<file path="config.mk">
export PLATFORM = sky130hd
export DESIGN_NAME = if_stage
export DESIGN_NICKNAME = d
export VERILOG_FILES = /design/src/rtl/rv32i_types.sv /design/src/rtl/fetch_buffer.sv /design/src/rtl/if_stage.sv
export SDC_FILE = /design/constraint.sdc
export NUM_CORES = 1
export LEC_CHECK = 0
export ABC_AREA = 1
export BUFFER_PORTS_ARGS = -buffer_cell sky130_fd_sc_hd__buf_2
export CAP_MARGIN = 20
export CORE_MARGIN = 2
export CORE_UTILIZATION = 55
export DETAILED_ROUTE_END_ITERATION = 12
export PLACE_DENSITY = 0.83
export SLEW_MARGIN = 40
export SYNTH_ARGS = -nofsm -noshare
export SYNTH_HDL_FRONTEND = slang
export SYNTH_SLANG_ARGS = --single-unit
</file>
<file path="constraint.sdc">
create_clock -name clk -period 5.8 [get_ports clk]
set_clock_uncertainty 0.15 [all_clocks]
set_input_delay 0.58 -clock clk [delete_from_list [all_inputs] [get_ports clk]]
set_output_delay 0.58 -clock clk [all_outputs]
set_load 0.02 [all_outputs]
</file>
<file path="src/rtl/rv32i_types.sv">
// Shared RV32I pipeline types used by the fetch stage and its neighbours.
// RVFI fields are only populated when IF_RVFI_EN is defined (see if_stage).
package rv32i_types;

  typedef enum logic {
    pc_next   = 1'b0,
    pc_offset = 1'b1
  } pc_mux_t;

  typedef struct packed {
    logic        valid;
    logic [63:0] order;
    logic [31:0] inst;
    logic [31:0] pc_rdata;
    logic [31:0] pc_wdata;
  } rvfi_t;

  typedef struct packed {
    logic        valid;
    logic [31:0] pc;
    logic [31:0] pc_next;
    logic [31:0] inst;
    rvfi_t       rvfi;
  } if_stage_t;

  typedef struct packed {
    logic [31:0] pc;
    logic [31:0] inst;
  } fetch_entry_t;

  function automatic logic [31:0] seq_pc(input logic [31:0] pc);
    return pc + 32'd4;
  endfunction

endpackage

</file>
<file path="src/rtl/fetch_buffer.sv">
// One-entry skid buffer holding a fetched word while decode stalls.
// A simultaneous push and pop replaces the entry; clear wins over both.
module fetch_buffer
  import rv32i_types::*;
(
  input  logic         clk,
  input  logic         rst_n,
  input  logic         clear,
  input  logic         push,
  input  logic         pop,
  input  fetch_entry_t push_data,
  output logic         valid,
  output fetch_entry_t data
);

  // Entry storage and occupancy
  always_ff @(posedge clk or negedge rst_n) begin
    if (!rst_n) begin
      valid <= 1'b0;
      data  <= '0;
    end else if (clear) begin
      valid <= 1'b0;
      data  <= '0;
    end else if (push) begin
      valid <= 1'b1;
      data  <= push_data;
    end else if (pop) begin
      valid <= 1'b0;
    end
  end

endmodule

</file>
<file path="src/rtl/if_stage.sv">
// Instruction fetch stage: one outstanding imem request, redirect/flush handling,
// skid buffer for decode stalls. Define IF_RVFI_EN to populate the rvfi fields.
module if_stage
  import rv32i_types::*;
#(
  parameter logic [31:0] RESET_PC = 32'h1eceb000
) (
  input  logic        clk,
  input  logic        rst_n,
  input  pc_mux_t     i_pc_mux,
  input  logic [31:0] i_pc_imm,
  input  logic        i_flush,
  input  logic        if_reg_we,
  output logic [31:0] imem_addr,
  output logic [3:0]  imem_rmask,
  input  logic        imem_resp,
  input  logic [31:0] imem_rdata,
  output if_stage_t   if_stage_reg
);

  typedef enum logic [1:0] {
    IDLE    = 2'd0,
    WAIT    = 2'd1,
    DISCARD = 2'd2
  } fetch_state_t;

  fetch_state_t state_q, state_d;
  logic [31:0]  pc_q, pc_d, addr_d, redirect_pc;
  logic [3:0]   rmask_d;
  logic         redirect, live, adv, fb_full_next, can_issue;
  logic         fb_push, fb_pop, fb_valid, load_valid;
  fetch_entry_t fb_data, resp_entry, load_entry;
  if_stage_t    stage_d;

  assign redirect    = i_flush && (i_pc_mux == pc_offset);
  assign redirect_pc = redirect ? i_pc_imm : pc_q;
  assign live        = (state_q == WAIT) && imem_resp && !i_flush;
  // An empty stage register fills even while decode is stalled.
  assign adv         = if_reg_we || !if_stage_reg.valid;
  assign resp_entry  = '{pc: pc_q, inst: imem_rdata};

  assign fb_push      = live && (fb_valid || !adv);
  assign fb_pop       = !i_flush && adv && fb_valid;
  assign fb_full_next = live ? (fb_valid || !adv) : (fb_valid && !adv && !i_flush);
  assign can_issue    = !fb_full_next;

  fetch_buffer u_fetch_buffer (
    .clk       (clk),
    .rst_n     (rst_n),
    .clear     (i_flush),
    .push      (fb_push),
    .pop       (fb_pop),
    .push_data (resp_entry),
    .valid     (fb_valid),
    .data      (fb_data)
  );

  // FSM state register
  always_ff @(posedge clk or negedge rst_n) begin
    if (!rst_n) begin
      state_q <= IDLE;
    end else begin
      state_q <= state_d;
    end
  end

  // FSM next-state
  always_comb begin
    state_d = state_q;
    case (state_q)
      IDLE: begin
        state_d = can_issue ? WAIT : IDLE;
      end
      WAIT: begin
        if (imem_resp) begin
          state_d = (i_flush || can_issue) ? WAIT : IDLE;
        end else if (i_flush) begin
          state_d = DISCARD;
        end else begin
          state_d = WAIT;
        end
      end
      DISCARD: begin
        state_d = imem_resp ? IDLE : DISCARD;
      end
      default: begin
        state_d = IDLE;
      end
    endcase
  end

  // FSM outputs: next fetch pc and request address/mask
  always_comb begin
    pc_d    = pc_q;
    addr_d  = imem_addr;
    rmask_d = imem_rmask;
    case (state_q)
      IDLE: begin
        pc_d = redirect_pc;
        if (can_issue) begin
          addr_d  = redirect_pc;
          rmask_d = 4'hf;
        end else begin
          rmask_d = 4'h0;
        end
      end
      WAIT: begin
        if (imem_resp && i_flush) begin
          pc_d    = redirect_pc;
          addr_d  = redirect_pc;
          rmask_d = 4'hf;
        end else if (imem_resp) begin
          pc_d = seq_pc(pc_q);
          if (can_issue) begin
            addr_d  = seq_pc(pc_q);
            rmask_d = 4'hf;
          end else begin
            rmask_d = 4'h0;
          end
        end else begin
          // Without a redirect a flushed fetch is simply re-requested.
          pc_d = redirect_pc;
        end
      end
      DISCARD: begin
        pc_d    = redirect_pc;
        rmask_d = imem_resp ? 4'h0 : 4'hf;
      end
      default: begin
        pc_d    = RESET_PC;
        addr_d  = RESET_PC;
        rmask_d = 4'h0;
      end
    endcase
  end

  // Fetch pc and imem request registers
  always_ff @(posedge clk or negedge rst_n) begin
    if (!rst_n) begin
      pc_q       <= RESET_PC;
      imem_addr  <= RESET_PC;
      imem_rmask <= 4'h0;
    end else begin
      pc_q       <= pc_d;
      imem_addr  <= addr_d;
      imem_rmask <= rmask_d;
    end
  end

`ifdef IF_RVFI_EN
  logic [63:0] order_q;
  logic        accept;

  assign accept = if_stage_reg.valid && if_reg_we && !i_flush;

  // Retire-order counter, advanced per instruction handed to decode
  always_ff @(posedge clk or negedge rst_n) begin
    if (!rst_n) begin
      order_q <= 64'd0;
    end else if (accept) begin
      order_q <= order_q + 64'd1;
    end
  end
`endif

  // Select the next stage-register contents: buffered word first, then live response
  always_comb begin
    load_valid = 1'b0;
    load_entry = '0;
    stage_d    = '0;
    if (fb_valid) begin
      load_valid = 1'b1;
      load_entry = fb_data;
    end else if (live) begin
      load_valid = 1'b1;
      load_entry = resp_entry;
    end else begin
      load_valid = 1'b0;
    end
    if (load_valid) begin
      stage_d.valid   = 1'b1;
      stage_d.pc      = load_entry.pc;
      stage_d.pc_next = seq_pc(load_entry.pc);
      stage_d.inst    = load_entry.inst;
`ifdef IF_RVFI_EN
      stage_d.rvfi.valid    = 1'b1;
      stage_d.rvfi.order    = order_q + {63'd0, accept};
      stage_d.rvfi.inst     = load_entry.inst;
      stage_d.rvfi.pc_rdata = load_entry.pc;
      stage_d.rvfi.pc_wdata = seq_pc(load_entry.pc);
`endif
    end else begin
      stage_d = '0;
    end
  end

  // Stage register towards decode
  always_ff @(posedge clk or negedge rst_n) begin
    if (!rst_n) begin
      if_stage_reg <= '0;
    end else if (i_flush) begin
      if_stage_reg <= '0;
    end else if (adv) begin
      if_stage_reg <= stage_d;
    end
  end

endmodule

</file>
==> Word-level counts from Yosys, hierarchy flattened <==
Cells that the tools add are included.
{ "totals": {"regBits": 393, "latchBits": 0, "ram_bits": 0, "mem_bits_ro": 0, "inputBits": 70, "out_inout_bits": 294, "word_cells": 79, "mem_count": 0} }
{ "classes": {"add_sub_neg": 2, "n_mul": 0, "div_mod_pow": 0, "magnitude_cmp": 0, "n_eq_ne": 5, "shifts": 0, "muxes": 33, "bitwise_logic": 1, "reduce_logical": 22} }
{ "ops": {"columns": ["operator", "n"], "rows": [
  ["two-way mux 258 bit", 2],
  ["two-way mux 64 bit", 4],
  ["two-way mux 32 bit", 7],
  ["two-way mux 97 bit", 1],
  ["one-hot mux 32 bit (3 select lines)", 1],
  ["adder 32 x 3 -> 32 bit, second input constant", 2],
  ["one-hot mux 32 bit (2 select lines)", 1],
  ["two-way mux 4 bit", 4],
  ["one-hot mux 4 bit (3 select lines)", 1],
  ["logical AND 1 bit", 9],
  ["two-way mux 1 bit", 8],
  ["two-way mux 2 bit", 3],
  ["!= test 3 x 2 -> 1 bit, second input constant", 2],
  ["one-hot mux 2 bit (3 select lines)", 1],
  ["zero test 1 bit", 4],
  ["AND reduction 4 bit", 1],
  ["nonzero test 2 bit", 2],
  ["logical OR 1 bit", 3],
  ["nonzero test 3 bit", 1],
  ["equality test 2 x 1 -> 1 bit, second input constant", 1],
  ["equality test 2 bit, second input constant", 1],
  ["zero test 2 bit", 1],
  ["!= test 2 bit, second input constant", 1],
  ["OR reduction 2 bit", 1],
  ["NOT 1 bit", 1]
]} }

==> Longest topological paths before layout <==
{ "logic_depth": {"word_depth": 11, "ltp_mapped": 15, "ltp_nobuf": 14} }

==> Cells and area by module <==
Synthesis repeated with hierarchy kept, for this count alone.
{ "unflattened": {"cells_unflattened": 1681, "hier_area_um2": 13211.4} }
{ "modules_own_cells": {"columns": ["module", "instances", "cells_per_inst", "area_per_inst_um2"], "rows": [
  ["if_stage", 1, 1398, 10567.6],
  ["fetch_buffer", 1, 283, 2643.8]
]} }

==> Worst setup path after synthesis <==
No wires, ideal clock.
{ "synth_timing": {"path_kind": "input port to flip-flop", "startpoint": "input port i_flush", "endpoint": "register if_stage_reg[217] (netlist name)", "t_arrival_ps": 2066, "required_time_ps": 5532, "slack_ps": 3466, "stages": 14, "cell_sequence": "buf_6 -> clkinv_4 -> nand2_4 -> nor2_8 -> nor2_1 -> nor2_2 -> ha_1 -> nand2_1 -> nor2_4 -> nand3_2 -> nor2_4 -> nand3_1 -> nand3_1 -> nand2_1"} }
{ "synth_via": {"elab_chain_len": 8, "elab_cells_between_ends": 11, "cone_classes": "1 x add/sub; 7 x mux; 3 x reduce/logical"} }
{ "synth_rtl": {"columns": ["item", "line", "source"], "rows": [
  ["start: declaration", "if_stage.sv:12", "input logic i_flush,"],
  ["zero test 1 bit", "if_stage.sv:37", "assign live = (state_q == WAIT) && imem_resp && !i_flush;"],
  ["logical AND 1 bit", "if_stage.sv:37", null],
  ["two-way mux 64 bit", "if_stage.sv:174", "end else if (live) begin"],
  ["two-way mux 64 bit", "if_stage.sv:171", "if (fb_valid) begin"],
  ["adder 32 x 3 -> 32 bit", "rv32i_types.sv:32", "return pc + 32'd4;"],
  ["two-way mux 97 bit", "if_stage.sv:180", "if (load_valid) begin"],
  ["two-way mux 258 bit", "if_stage.sv:203", "end else if (adv) begin"],
  ["two-way mux 258 bit", "if_stage.sv:201", "end else if (i_flush) begin"],
  ["end signal: assignment", "if_stage.sv:204", "if_stage_reg <= stage_d;"],
  ["end: declaration", "if_stage.sv:18", "output if_stage_t if_stage_reg"]
]} }
Several ways; a longest one is shown, not always the timed one. The select of a mux whose other input is x is not followed.
A chain may end at the register's enable or synchronous reset.

==> Worst setup path in the final report <==
{ "layout_timing": {"startpoint": "register state_q[0]", "endpoint": "register u_fetch_buffer.data[22] (netlist name)"} }
{ "layout_via": {"elab_chain_len": 5} }
{ "layout_rtl": {"columns": ["item", "line", "source"], "rows": [
  ["start: declaration", "if_stage.sv:27", "fetch_state_t state_q, state_d;"],
  ["start signal: assignment", "if_stage.sv:63", "state_q <= state_d;"],
  ["equality test 2 x 1 -> 1 bit", "if_stage.sv:37", null],
  ["logical AND 1 bit (2 in a row)", "if_stage.sv:37", null],
  ["logical AND 1 bit", "if_stage.sv:42", "assign fb_push = live && (fb_valid || !adv);"],
  ["nonzero test 2 bit (no source line)", null, null],
  ["end signal: assignment", "fetch_buffer.sv:26", "data <= push_data;"],
  ["end: declaration", "fetch_buffer.sv:13", "output fetch_entry_t data"]
]} }
No other way between the ends.

==> key figures <==
Run status
  – Status: completed

Routing
  – ANT nets after route: 0
  – DR iter-0 viols: 1174
  – Post-Route WL: ~37 mm
  – Pre-antenna DRT Iters: 6
  – Vias: around 12000
  – Drt wl/cell: about 16 um
  – DRC Markers: 0
  – Vias per std cell: between 5 and 6

Min path
  – HP Start: imem_rdata[24]
  – Hold worst-path end: u_fetch_buffer.data[24]$_DFFE_PN0P_
  – Hold Path Depth: 3
  – Worst Hold Class: in2reg

Clocking
  – Clk pin slew, worst setup/hold paths: ~60 ps
  – Clock Latency Late Sink: between 500 and 600 ps
  – Htree depth: 1
  – CTS Root Cell: clkbuf_16
  – Clk sinks: between 200 and 250
  – Post_cts resized: 0
  – TritonCTS buffer count: 25
  – TritonCTS clock tree: yes
  – Max clock buf depth: 3

Synth
  – Area of the mapped netlist: ~14000 um2
  – EDFF count, synth: 0
  – Library cells used by synthesis: 48
  – Sequential area share after synthesis: 0.421
  – Synth area leader: dfrtp_1
  – Ys Warns: 0
  – Top cells by area, synth: dfrtp_1, nand2_1, buf_4
  – Syn Area/Cell: 7.36 um2
  – Synth async-reset ratio: 1.00
  – Top FF cell, synth: dfrtp_1
  – Post-synth top area share: 0.374
  – Count leader, synth: nand2_1
  – Cells after Synth: approximately 1800
  – Top cells by count, synth: nand2_1, dfrtp_1, o21ai_0
  – FF+latch count, synth: 227

Placement
  – Dpl hpwl: about 26 mm
  – Dpl cell area: 14100 um2
  – RePlAce Congestion: around 0.97
  – # port buffers: a little over 200

Setup path
  – R2R depth: 10
  – Reg2Reg Launch Point: state_q[0]$_DFF_PN0_
  – Reg-to-Reg End: u_fetch_buffer.data[22]$_DFFE_PN0P_
  – CP arrival: 4000 ps
  – R2R Setup Slk: about 2000 ps
  – Worst setup path startpoint: state_q[0]$_DFF_PN0_
  – Setup crit end kind: flop
  – Worst-path maximum fanout: 42
  – Startpoint Class: flop
  – Worst path required time: around 6100 ps
  – Crit path kind: reg2reg

Pwr
  – Switch share: 0.402
  – Flop pwr share: 0.377
  – Cell-internal power: around 3600 uW
  – Maximum vdd drop: roughly 0.00032 V
  – Comb pwr share: 0.332
  – P per Cell Area: ~400 nW/um2
  – NetSw: 2390 uW
  – Leak: around 0.0076 uW
  – Clock group share of total power: 0.290

Floorplanning
  – Total core area: roughly 24000 um2
  – Total I/O pin count: about 360
  – Die Y: about 160 um
  – Die area: between 20000 and 30000 um2
  – Starting Density: 0.560
  – Chip width: ~160 um
  – FP Rows: 57

Layout
  – Fraction of layout cells with a size suffix above 1: 0.167
  – Final Cell Area: around 15000 um2
  – Final core occ: 0.618
  – Nets: around 2100
  – Multi-input gate area: 6170 um2
  – Max FFs per register: 95
  – Fill cell count: 2182
  – FF/Latch Area: about 5700 um2
  – Synthesis-to-layout area growth: 10.5%

Timing
  – Fmax achieved: 0.266 GHz
  – RSZ-0062 raised after global routing: no
  – Final Max Slew Viols: 0
  – Slew Limit Headroom: 0.447
  – Setup violators final: 0
  – Final period util: 0.648
  – Tmin final: 3760 ps
  – Worst slew pin tran: between 800 and 900 ps
  – Final hold violations: 0
  – Final TNS setup: 0 ps

Global routing
  – Largest net degree at the start of global routing: around 120
  – Total gr overflow: 0
  – Vias in the first global route: 11400
  – Gr usage total: 0.275
  – Initial antenna violation count: 1
  – First-pass GRT wire length: a little under 60 mm

Job
  – MaxCap Viol Count: 0
-- per-layer routing --
layer	GRT usage	up-vias	wire length (um)
li1	-	5841	-
met1	0.392	5870	15200
met2	0.443	656	17200
met3	0.0339	86	3100
met4	0.0869	0	1050
met5	0	-	0
-- power groups by stage --
stage	clock (uW)	sequential (uW)	combinational [uW]
final	1730	2250	1980
after global routing	1820	2280	2200
after CTS	1750	2240	1970
after detailed placement	0	2260	1950
after global placement	0	2250	1910
after floorplan	0	2300	1400
-- cell type report --
class | instances | area share
tap | 324 | 0.0270
timing repair buffer | 216 | 0.0774
multi-input combinational | 1349 | 0.412
inverter | 170 | 0.0429
sequential | 227 | 0.381
clock buffer | 34 | 0.0467
antenna | 1 | 0.000167
clock inverter | 11 | 0.0129
-- critical path, cell delays in order (launching register included) --
cell	delay, ps
dfrtp_1	500
nand2_4	210
inv_1	100
buf_4	280
nand2_2	60
buf_4	250
nor2_4	630
inv_1	370
nand2_1	380
buf_4	470
o21ai_0	180
-- layout by cell type, fill, tap and decap left out, types with 12 or more instances in the layout --
| cell type | netlist | layout |
|---|---|---|
| dfstp_2 | 24 | 24 |
| o211ai_1 | 12 | 12 |
| nor2_1 | 113 | 112 |
| nand2_2 | 12 | 13 |
| buf_2 | 19 | 201 |
| dfrtp_1 | 203 | 202 |
| inv_1 | 160 | 159 |
| nor3_1 | 12 | 12 |
| clkbuf_16 | 0 | 25 |
| o21ai_0 | 190 | 190 |
| nand2_1 | 549 | 547 |
| a21oi_1 | 57 | 56 |
| o22ai_1 | 44 | 44 |
| nand3_1 | 95 | 95 |
| nand4_1 | 13 | 13 |
| conb_1 | 1 | 161 |
| xor2_1 | 16 | 16 |
-- metrics by stage --
| step | setup slack (ps) | hold WS [ps] | total power (uW) | instances |
|---|---|---|---|---|
| final | 2040 | 111 | 5960 | 2332 |
| after global routing | 1740 | 115 | 6300 | 2332 |
| after CTS | 2060 | 95.7 | 5950 | 2331 |
| after detailed placement | 2020 | 308 | 4210 | 2285 |
| after global placement | 2200 | 304 | 4170 | 2284 |
| after floorplan | 3470 | 134 | 3700 | 2003 |
-- logic make-up (layout without fill, tap and decap cells) --
family                     Yosys count  after routing  share of synthesized area
AOI/OAI and AO/OA                  338            338                      0.136
xor gates and xnor gates            18             18                     0.0116
adders and majority gates            2              2                    0.00184
buffers and inverters              427            431                      0.170
DFF                                227            227                      0.421
muxes                                1              1                   0.000738
other                                1            162                   0.000276
and+or+nand+nor                    829            829                      0.258
-- how the worst max path moves through the flow --
stage                                                to  slack (ps)
floorplan                 if_stage_reg[217]$_DFFE_PN0P_        3470
detailed placement  u_fetch_buffer.data[22]$_DFFE_PN0P_        2020
global placement    u_fetch_buffer.data[22]$_DFFE_PN0P_        2200
global route        u_fetch_buffer.data[22]$_DFFE_PN0P_        1740
CTS                 u_fetch_buffer.data[22]$_DFFE_PN0P_        2060
finish              u_fetch_buffer.data[22]$_DFFE_PN0P_        2040
-- what timing repair did --
action | in CTS | in global routing
hold endpoints to repair | 23 | 0
setup buffers | 0 | 0
hold buffers | 1 | 0
No activity file was read; power rests on OpenSTA's default activity.
